## src/rtl/display_7seg_scan_pkg.sv

```systemverilog
`default_nettype none
// display_7seg_scan_pkg: shared active-low 7-segment patterns, bit order {g,f,e,d,c,b,a}.
package display_7seg_scan_pkg;

  typedef logic [6:0] seg_t;

  localparam seg_t SEG_BLANK = 7'h7F;
  localparam seg_t SEG_DASH  = 7'h3F;

  // Element i is the pattern for decimal digit i.
  localparam logic [9:0][6:0] SEG_DIGITS = {
    7'h10, 7'h00, 7'h78, 7'h02, 7'h12,
    7'h19, 7'h30, 7'h24, 7'h79, 7'h40
  };

endpackage
`default_nettype wire

```

## src/rtl/display_7seg_scan_bcd_to_7seg.sv

```systemverilog
`default_nettype none
// bcd_to_7seg: combinational BCD to active-low 7-segment decode; codes 10..15 show a dash.
module bcd_to_7seg
  import display_7seg_scan_pkg::*;
(
  input  logic [3:0] bcd,
  output logic [6:0] seg
);

  always_comb begin
    seg = SEG_DASH;
    if (bcd <= 4'd9) begin
      seg = SEG_DIGITS[bcd];
    end
  end

endmodule
`default_nettype wire

```

## src/rtl/display_7seg_scan.sv

```systemverilog
`default_nettype none
// display_7seg_scan: time-multiplexed N-digit 7-segment driver with per-frame snapshot,
// leading-zero blanking and an anode ghost guard on every digit change.
module display_7seg_scan
  import display_7seg_scan_pkg::*;
#(
  parameter int N        = 3,
  parameter int PRESCALE = 50000
) (
  input  logic           clk,
  input  logic           rst,
  input  logic [N*4-1:0] bcd_in,
  input  logic           blank_lz,
  input  logic [N-1:0]   dp_mask,
  output logic [6:0]     seg,
  output logic           dp,
  output logic [N-1:0]   an,
  output logic           frame_done
);

  localparam int IW = (N > 1) ? $clog2(N) : 1;
  localparam int PW = $clog2(PRESCALE);
  localparam logic [PW-1:0] P_LAST   = PW'(PRESCALE - 1);
  localparam logic [IW-1:0] IDX_LAST = IW'(N - 1);

  logic [PW-1:0]  p;
  logic [IW-1:0]  idx;
  logic [IW-1:0]  idx_next;
  logic [N*4-1:0] snap;
  logic [N*4-1:0] src;
  logic           tick;
  logic           tick_d;
  logic           wrap;
  logic [3:0]     digit;
  logic           all_zero;
  logic           blank;
  logic [6:0]     seg_dec;
  logic [N-1:0]   an_on;

  assign tick     = (p == P_LAST);
  assign wrap     = (idx == IDX_LAST);
  assign idx_next = wrap ? '0 : idx + 1'b1;
  // Digit 0 of a new frame is latched in the same edge as the snapshot, so read it live.
  assign src      = wrap ? bcd_in : snap;

  always_comb begin
    digit    = 4'd0;
    blank    = 1'b0;
    all_zero = 1'b1;
    for (int i = N - 1; i >= 0; i--) begin
      all_zero = all_zero && (snap[4*i +: 4] == 4'd0);
      if (int'(idx_next) == i) begin
        digit = src[4*i +: 4];
        blank = blank_lz && all_zero && (i != 0);
      end
    end
  end

  always_comb begin
    an_on = '1;
    for (int i = 0; i < N; i++) begin
      if (int'(idx) == i) begin
        an_on[i] = 1'b0;
      end
    end
  end

  bcd_to_7seg u_dec (
    .bcd (digit),
    .seg (seg_dec)
  );

  always_ff @(posedge clk or posedge rst) begin
    if (rst) begin
      p          <= '0;
      idx        <= IDX_LAST;
      snap       <= '0;
      tick_d     <= 1'b0;
      an         <= '1;
      seg        <= SEG_BLANK;
      dp         <= 1'b1;
      frame_done <= 1'b0;
    end else begin
      tick_d     <= tick;
      frame_done <= 1'b0;
      if (tick) begin
        p   <= '0;
        idx <= idx_next;
        an  <= '1;
        seg <= blank ? SEG_BLANK : seg_dec;
        dp  <= ~dp_mask[idx_next];
        if (wrap) begin
          snap       <= bcd_in;
          frame_done <= 1'b1;
        end
      end else begin
        p <= p + 1'b1;
        // Anode comes on one cycle after the segments settle.
        if (tick_d) begin
          an <= an_on;
        end
      end
    end
  end

endmodule
`default_nettype wire

```

## config.mk

```make
export PLATFORM = sky130hd
export DESIGN_NAME = display_7seg_scan
export DESIGN_NICKNAME = d
export VERILOG_FILES = /design/src/rtl/display_7seg_scan_pkg.sv /design/src/rtl/display_7seg_scan_bcd_to_7seg.sv /design/src/rtl/display_7seg_scan.sv
export SDC_FILE = /design/constraint.sdc
export NUM_CORES = 1
export LEC_CHECK = 0
export ABC_AREA = 1
export BUFFER_PORTS_ARGS = -buffer_cell sky130_fd_sc_hd__buf_4
export CAP_MARGIN = 10
export CORE_MARGIN = 2
export CORE_UTILIZATION = 52
export CTS_CLUSTER_DIAMETER = 120
export DETAILED_ROUTE_END_ITERATION = 10
export GPL_TIMING_DRIVEN = 0
export PLACE_DENSITY = 0.76
export SLEW_MARGIN = 20
export SYNTH_ARGS = -nofsm -noshare
export SYNTH_HDL_FRONTEND = slang
export SYNTH_SLANG_ARGS = --single-unit
```

## constraint.sdc

```tcl
create_clock -name clk -period 2.12 [get_ports clk]
set_input_delay 0.53 -clock clk [delete_from_list [all_inputs] [get_ports clk]]
set_output_delay 0.53 -clock clk [all_outputs]
set_load 0.005 [all_outputs]
```

==> reports/qor.csv, run 1 <==
metric;value;unit
routed via count;2039;
nets;372;
crit-path max FO;6;
DIE HEIGHT;71.8;um
Clock Skews;0.00530;ns
IO buf count;29;
Die ar.;0.00516;mm^2
Post-Syn Nets;325;
Leak;0.00150;uW
status;finished clean;
area share of fa/ha/maj cells after synthesis;3.14;%
grt ovf;0;
CTS clk-pin slew, worst paths;0.08;ns
Synth Area in Simple Gates;32.1;%
Worst slew margin;72.8;%
Seq cells post-synth;43;
antenna violations before repair;0;
gpl congestion;0.856;
Critical Path RT;2.36;ns
Synth Warn #;0;
GRT Total Usage;21.1;%
First DRT Iteration DRCs;75;
Worst setup EP type;register;
Syn Inst Count;301;
DRT Pass-1 Iters;4;
fin. max-slew vios;0;
Util after Layout;67.1;%
DR DRC count;0;
Hold Vio Cnt, Final;0;
fin crit period;2.07;ns
I/O Pins;30;
CTS tree;yes;
Ant. Diodes;0;
clk buf depth;2;
compound-cell area share of the yosys netlist;5.70;%
vias per inst;5.08;
Post-synth EDFFs;0;
fraction of registers with async set/reset;100;%
Final HPWL DP;3570;um
Peak Freq;484;MHz
first-pass GRT wire length;8530;um
CTS Hold Buffers Added;0;
XOR/XNOR share of the synthesized area;3.30;%
largest family of logic cells by synthesized area;simple AND/OR/NAND/NOR gates;
final setup fails;0;
Post-DRT Antenna Nets;0;
# clock sinks;43;
largest net degree at the start of global routing;35;
die width;71.8;um
number of global-route vias before repair;2023;
# Max-Cap Violations;0;
ratio of cells with drive above 1 in the final layout;31.5;%
post-route cell area;0.00294;mm^2
post-synthesis cell type count;33;
Clock Latency Late Sink;0.31;ns
Synth Cell Area;0.00239;mm^2
commonest register cell after synthesis;dfrtp_1;
Crit Path Class;register to register;
Area Growth Syn to Fin;23.1;%
CTS buffer count;5;
htree depth;2;
clock root cell;clkbuf_8;
min-delay worst type;input pin to async pin;
syn_area_per_cell;7.94;um^2
R2R depth;15;
Core Rows;24;
post-synthesis sequential area ratio;45.6;%
Worst VDD drop;242;uV
# fillers;371;
critical path launch point type;register;
Pwr Density;469;mW/mm^2
WL/cell;12.7;um
fin crit share;97.5;%
measured slew at the worst slew-check pin;0.407;ns
Core Area;0.00438;mm^2
final hold slack;0.148;ns
Starting Density;54.5;%
Arrival @ worst endpoint;2.31;ns
WL final;5080;um
mux cell area share after synthesis;1.26;%
Placed Area;0.00270;mm^2
[cells in the mapped netlist (all sizes together) (4+ instances only)]
library cell	number	share of area, %
dfstp	12	13
ha	6	3.1
o21ai	17	3.9
or2	4	1.0
nand4	5	1.3
nand3	30	6.7
dfrtp	31	32
inv	48	7.5
buf	4	1.3
nor3	8	2.8
xor2	8	2.9
nor2	32	5.9
nand2	83	14
[cell usage in the layout (no fill, tap or decap), types with 2 or more instances in the layout]
master    instances
clkbuf_1          2
ha_1              5
nor2_1           27
o21ai_2           3
o21ai_0          12
o21a_1            3
or2_1             2
nand2_4           2
inv_2            12
xor2_1            8
buf_4            40
clkbuf_8          5
nor3_1            4
inv_1            35
nor3_2            3
mux2i_1           3
buf_6             2
nand4_1           5
nand2_2          11
dfstp_2          12
a21oi_1           2
nand3_2           5
o21ai_1           2
nor2_2            3
nor2_4            2
nand2_1          69
dfrtp_1          31
nand3_1          25
[cells by family after synthesis]
kind of cell               count (synthesis)
and+or+nand+nor                          164
buffers and inverters                     52
DFF                                       43
AOI/OAI and AO/OA                         24
xor gates and xnor gates                   9
adders and majority gates                  6
muxes                                      3
[final cells by class]
type,count,area (um^2),share of cell area (%)
buffer,4,41.3,1.40
clock buffer,7,76.3,2.59
clock inverter,1,5.00,0.170
inverter,48,183,6.21
multi-input combinational,206,1160,39.6
sequential,43,1090,37.1
tap,52,65.1,2.21
timing repair buffer,40,317,10.8
[power by group]
part	internal (uW)	switching [uW]	total [uW]	leakage, uW
logic	24.4	22.1	46.5	0.000963
clock network	231	282	514	0.0000422
registers	821	0	821	0.000492
total	1080	304	1380	0.00150
[per-layer routing]
layer  vias up  global-route usage (%)  wire length [um]  part of all wire [%]
met5         -                       0                 0                     0
met3         7                    3.80               173                   3.4
met2        38                    36.8              2570                    51
li1       1039                       -                 -                     -
met1       955                    25.1              2240                    44
met4         0                    10.3                93                   1.8
[path summary, 6_finish.rpt]
kind	from	to	slack, ns
worst max-delay path	idx[1]	seg[0]	0.05
worst min-delay path	rst	p[2]	0.15
max in group asynchronous	rst	seg[6]	1.46
worst min register to register	p[0]	p[0]	0.47
min in group clk	bcd_in[6]	snap[6]	0.42
worst max register to register	idx[1]	seg[0]	0.05
[critical path, stage by stage (launching register included)]
cell and delay, ns:
dfstp_2 0.54, buf_8 0.14, nand2_8 0.08, inv_4 0.07, nand2_1 0.07, nand2_2 0.09, nand2_2 0.06, nand3_2 0.09
inv_2 0.06, ha_1 0.19, or2_4 0.25, nand3_2 0.08, nand2_2 0.07, nand3_2 0.07, nor2_1 0.05, nor2_1 0.11
[what timing repair did]
item                                    CTS  global route
gates resized for setup                   6            21
hold endpoints to repair                  0             0
endpoints found under the setup margin    6             6
setup buffers                             6             4
cloned                                    0             0
pin swaps                                 2             4
[sequential cells by signal, summed over array words and instances (netlist names)]
register and count:
an 3, dp 1, frame_done 1, idx 2
p 16, seg 7, snap 12, tick_d 1
[through the flow]
step           setup WS, ns  TNS, ns  std cells  total power [uW]
2_1_floorplan        0.0561        0        301               850
3_5_place_dp         -0.233    -1.27        383               884
5_1_grt             -0.0790   -0.226        401              1420
6_report             0.0531        0        401              1380
3_3_place_gp         -0.182   -0.937        382               879
4_1_cts             -0.0103  -0.0389        397              1400
No activity file was read; power rests on OpenSTA's default activity.
==> run 2: changes to the inputs <==
- ABC_AREA: 1 -> default
- CORE_ASPECT_RATIO: default -> 0.8
- CORE_UTILIZATION: 52 -> 51
- PLACE_DENSITY: 0.76 -> 0.75
==> run 2 against run 1 <==
Net effect:
- fmax fell by 11%
- highest routed layer unchanged
- design area fell by 3.9%
- non-clock buffer count rose by 9
- flip-flop and latch count did not move
- sequential share of layout area rose by 1.5 points
- critical endpoint unchanged
- critical path type unchanged
- cell count fell by 25%
- the flow now finishes with violations (setup timing)
==> reports/qor.csv, run 2 <==
metric;value;unit
# Max-Cap Violations;0;
setup TNS;-1.04;ns
Starting Density;52.3;%
Critical Path RT;2.33;ns
measured slew at the worst slew-check pin;0.465;ns
RSZ-0062 raised after global routing;yes;
commonest register cell after synthesis;dfrtp_1;
final hold slack;0.222;ns
CTS Hold Buffers Added;0;
die width;76.7;um
final setup fails;8;
I/O Pins;30;
DR DRC count;0;
mux cell area share after synthesis;14.0;%
clk buf depth;2;
Final HPWL DP;3090;um
GRT Total Usage;20.6;%
Arrival @ worst endpoint;2.53;ns
top cells by count, synth;dfrtp_1, mux2_2, nand2_1;
CTS buffer count;5;
compound-cell area share of the yosys netlist;7.25;%
met1 WL;2490;um
leading cell type in the layout, fill and taps excluded;buf_4;
critical path launch point type;register;
fin. max-slew vios;0;
IO buf count;29;
fin crit share;109;%
Area contributors post-synth;dfrtp_1, dfstp_2, mux2_2;
Comb pwr share;3.7;%
fraction of registers with async set/reset;100;%
net switching power;304;uW
Clock Skews;0.00643;ns
ratio of cells with drive above 1 in the final layout;45.3;%
Core Area;0.00413;mm^2
CTS clk-pin slew, worst paths;0.08;ns
biggest regs;p x16, snap x12, seg x7;
area share of the largest cell type after synthesis;36.0;%
min-delay worst type;input pin to async pin;
most frequent cells in the layout;buf_4, dfrtp_1, nand2_1;
Worst slew margin;68.8;%
area share of fa/ha/maj cells after synthesis;3.48;%
Reg power frac;58.0;%
failing checks;setup timing;
Crit Path Class;register to register;
First DRT Iteration DRCs;138;
sw frac;21.5;%
top routing layer used;met4;
post-synthesis sequential area ratio;50.6;%
leading area contributor after synthesis;dfrtp_1;
first-pass GRT wire length;7640;um
Clock Latency Late Sink;0.30;ns
cell-internal power;1110;uW
Synth Warn #;0;
Post-synth EDFFs;0;
post-synthesis cell type count;39;
WL/cell;16.0;um
largest family of logic cells by synthesized area;simple AND/OR/NAND/NOR gates;
gpl congestion;0.810;
most numerous cell in the Yosys netlist;dfrtp_1;
Inst Count DP;273;
fin crit period;2.31;ns
XOR/XNOR share of the synthesized area;5.28;%
Worst Slack Setup Final;-0.194;ns
DIE HEIGHT;62.2;um
htree depth;2;
Seq cells post-synth;43;
Largest Register;p;
Pwr Density;500;mW/mm^2
Non-Filler Instances;300;
Post-DRT Antenna Nets;0;
CTS tree;yes;
number of global-route vias before repair;1543;
Post-Syn Nets;210;
WL final;4810;um
syn_area_per_cell;11.6;um^2
post-route cell area;0.00283;mm^2
max reg flops;16;
largest net degree at the start of global routing;27;
Syn Inst Count;186;
antenna violations before repair;0;
Worst VDD drop;333;uV
DR WL met3;219;um
Synth Cell Area;0.00216;mm^2
routed via count;1638;
Clock power frac;38.3;%
vias per inst;5.46;
Core Rows;21;
DRT Pass-1 Iters;4;
Leak;0.00131;uW
Hold Vio Cnt, Final;0;
Worst setup EP type;register;
Ant. Diodes;0;
Die ar.;0.00477;mm^2
DR WL met2;2050;um
# clock sinks;43;
Peak Freq;432;MHz
clock root cell;clkbuf_8;
Placed Area;0.00251;mm^2
nets;266;
crit-path max FO;6;
Synth Area in Simple Gates;16.8;%
Area Growth Syn to Fin;31.2;%
grt ovf;0;
post-layout power;1410;uW
status;complete, but fails checks;
-- run 2: path summary, 6_finish.rpt --
kind | from | to | slack, ns | cells after the start
worst max-delay path | idx[1] | seg[0] | -0.19 | 7
worst min-delay path | rst | snap[8] | 0.22 | 2
worst max register to register | idx[1] | seg[0] | -0.19 | 7
worst min register to register | p[0] | p[0] | 0.49 | 1
max in group asynchronous | rst | seg[3] | 1.35 | 3
min in group clk | bcd_in[8] | snap[8] | 0.46 | 2
-- run 2: through the flow --
| stage | setup WS, ns | util (%) |
|---|---|---|
| 2_1_floorplan | -0.145 | - |
| 3_3_place_gp | -0.408 | 60.3 |
| 3_5_place_dp | -0.445 | 60.8 |
| 4_1_cts | -0.115 | 66.7 |
| 5_1_grt | -0.263 | 68.5 |
| 6_report | -0.194 | 68.5 |
-- run 2: cell families after synthesis --
logic type	Yosys count
AND/OR/NAND/NOR	64
buffers and inverters	12
flip-flops	43
XOR/XNOR	13
multiplexers	23
adder cells (fa/ha/maj)	6
AO/OA/AOI/OAI	25
-- run 2: routing by layer --
layer  GRT usage [%]  vias to the layer above
met3            4.51                        7
li1                -                      781
met5               0                        -
met1            33.7                      808
met4            7.73                        0
met2            26.3                       42
-- run 2: final cells by class --
type / instances / area, um^2
Timing Repair Buffer: 49 / 384
Inverter: 8 / 32.5
Tap cell: 57 / 71.3
Buffer: 4 / 36.3
Sequential cell: 43 / 1090
Clock inverter: 1 / 5.00
Multi-Input combinational cell: 131 / 1120
Clock buffer: 7 / 86.3
Fill cell: 304 / 1300
-- run 2: power by group through the flow --
stage	clock network (uW)	logic (uW)	registers, uW
3_3_place_gp	0	45.9	836
3_5_place_dp	0	51.6	836
2_1_floorplan	0	16.4	836
6_report	542	52.2	821
5_1_grt	589	58.7	821
4_1_cts	546	52.4	821
-- run 2: critical path: stages (launching register included) --
cell and delay (ns):
dfstp_2 0.55, buf_8 0.11, mux4_2 0.56, ha_4 0.20, nor2_4 0.15, a2111oi_4 0.05
o31a_1 0.39, a31oi_1 0.22
-- run 2: timing repair --
item,in CTS,in global routing
pin swaps,7,6
cloned,1,0
setup buffers,13,5
resized for setup,12,7
endpoints found under the setup margin,32,18
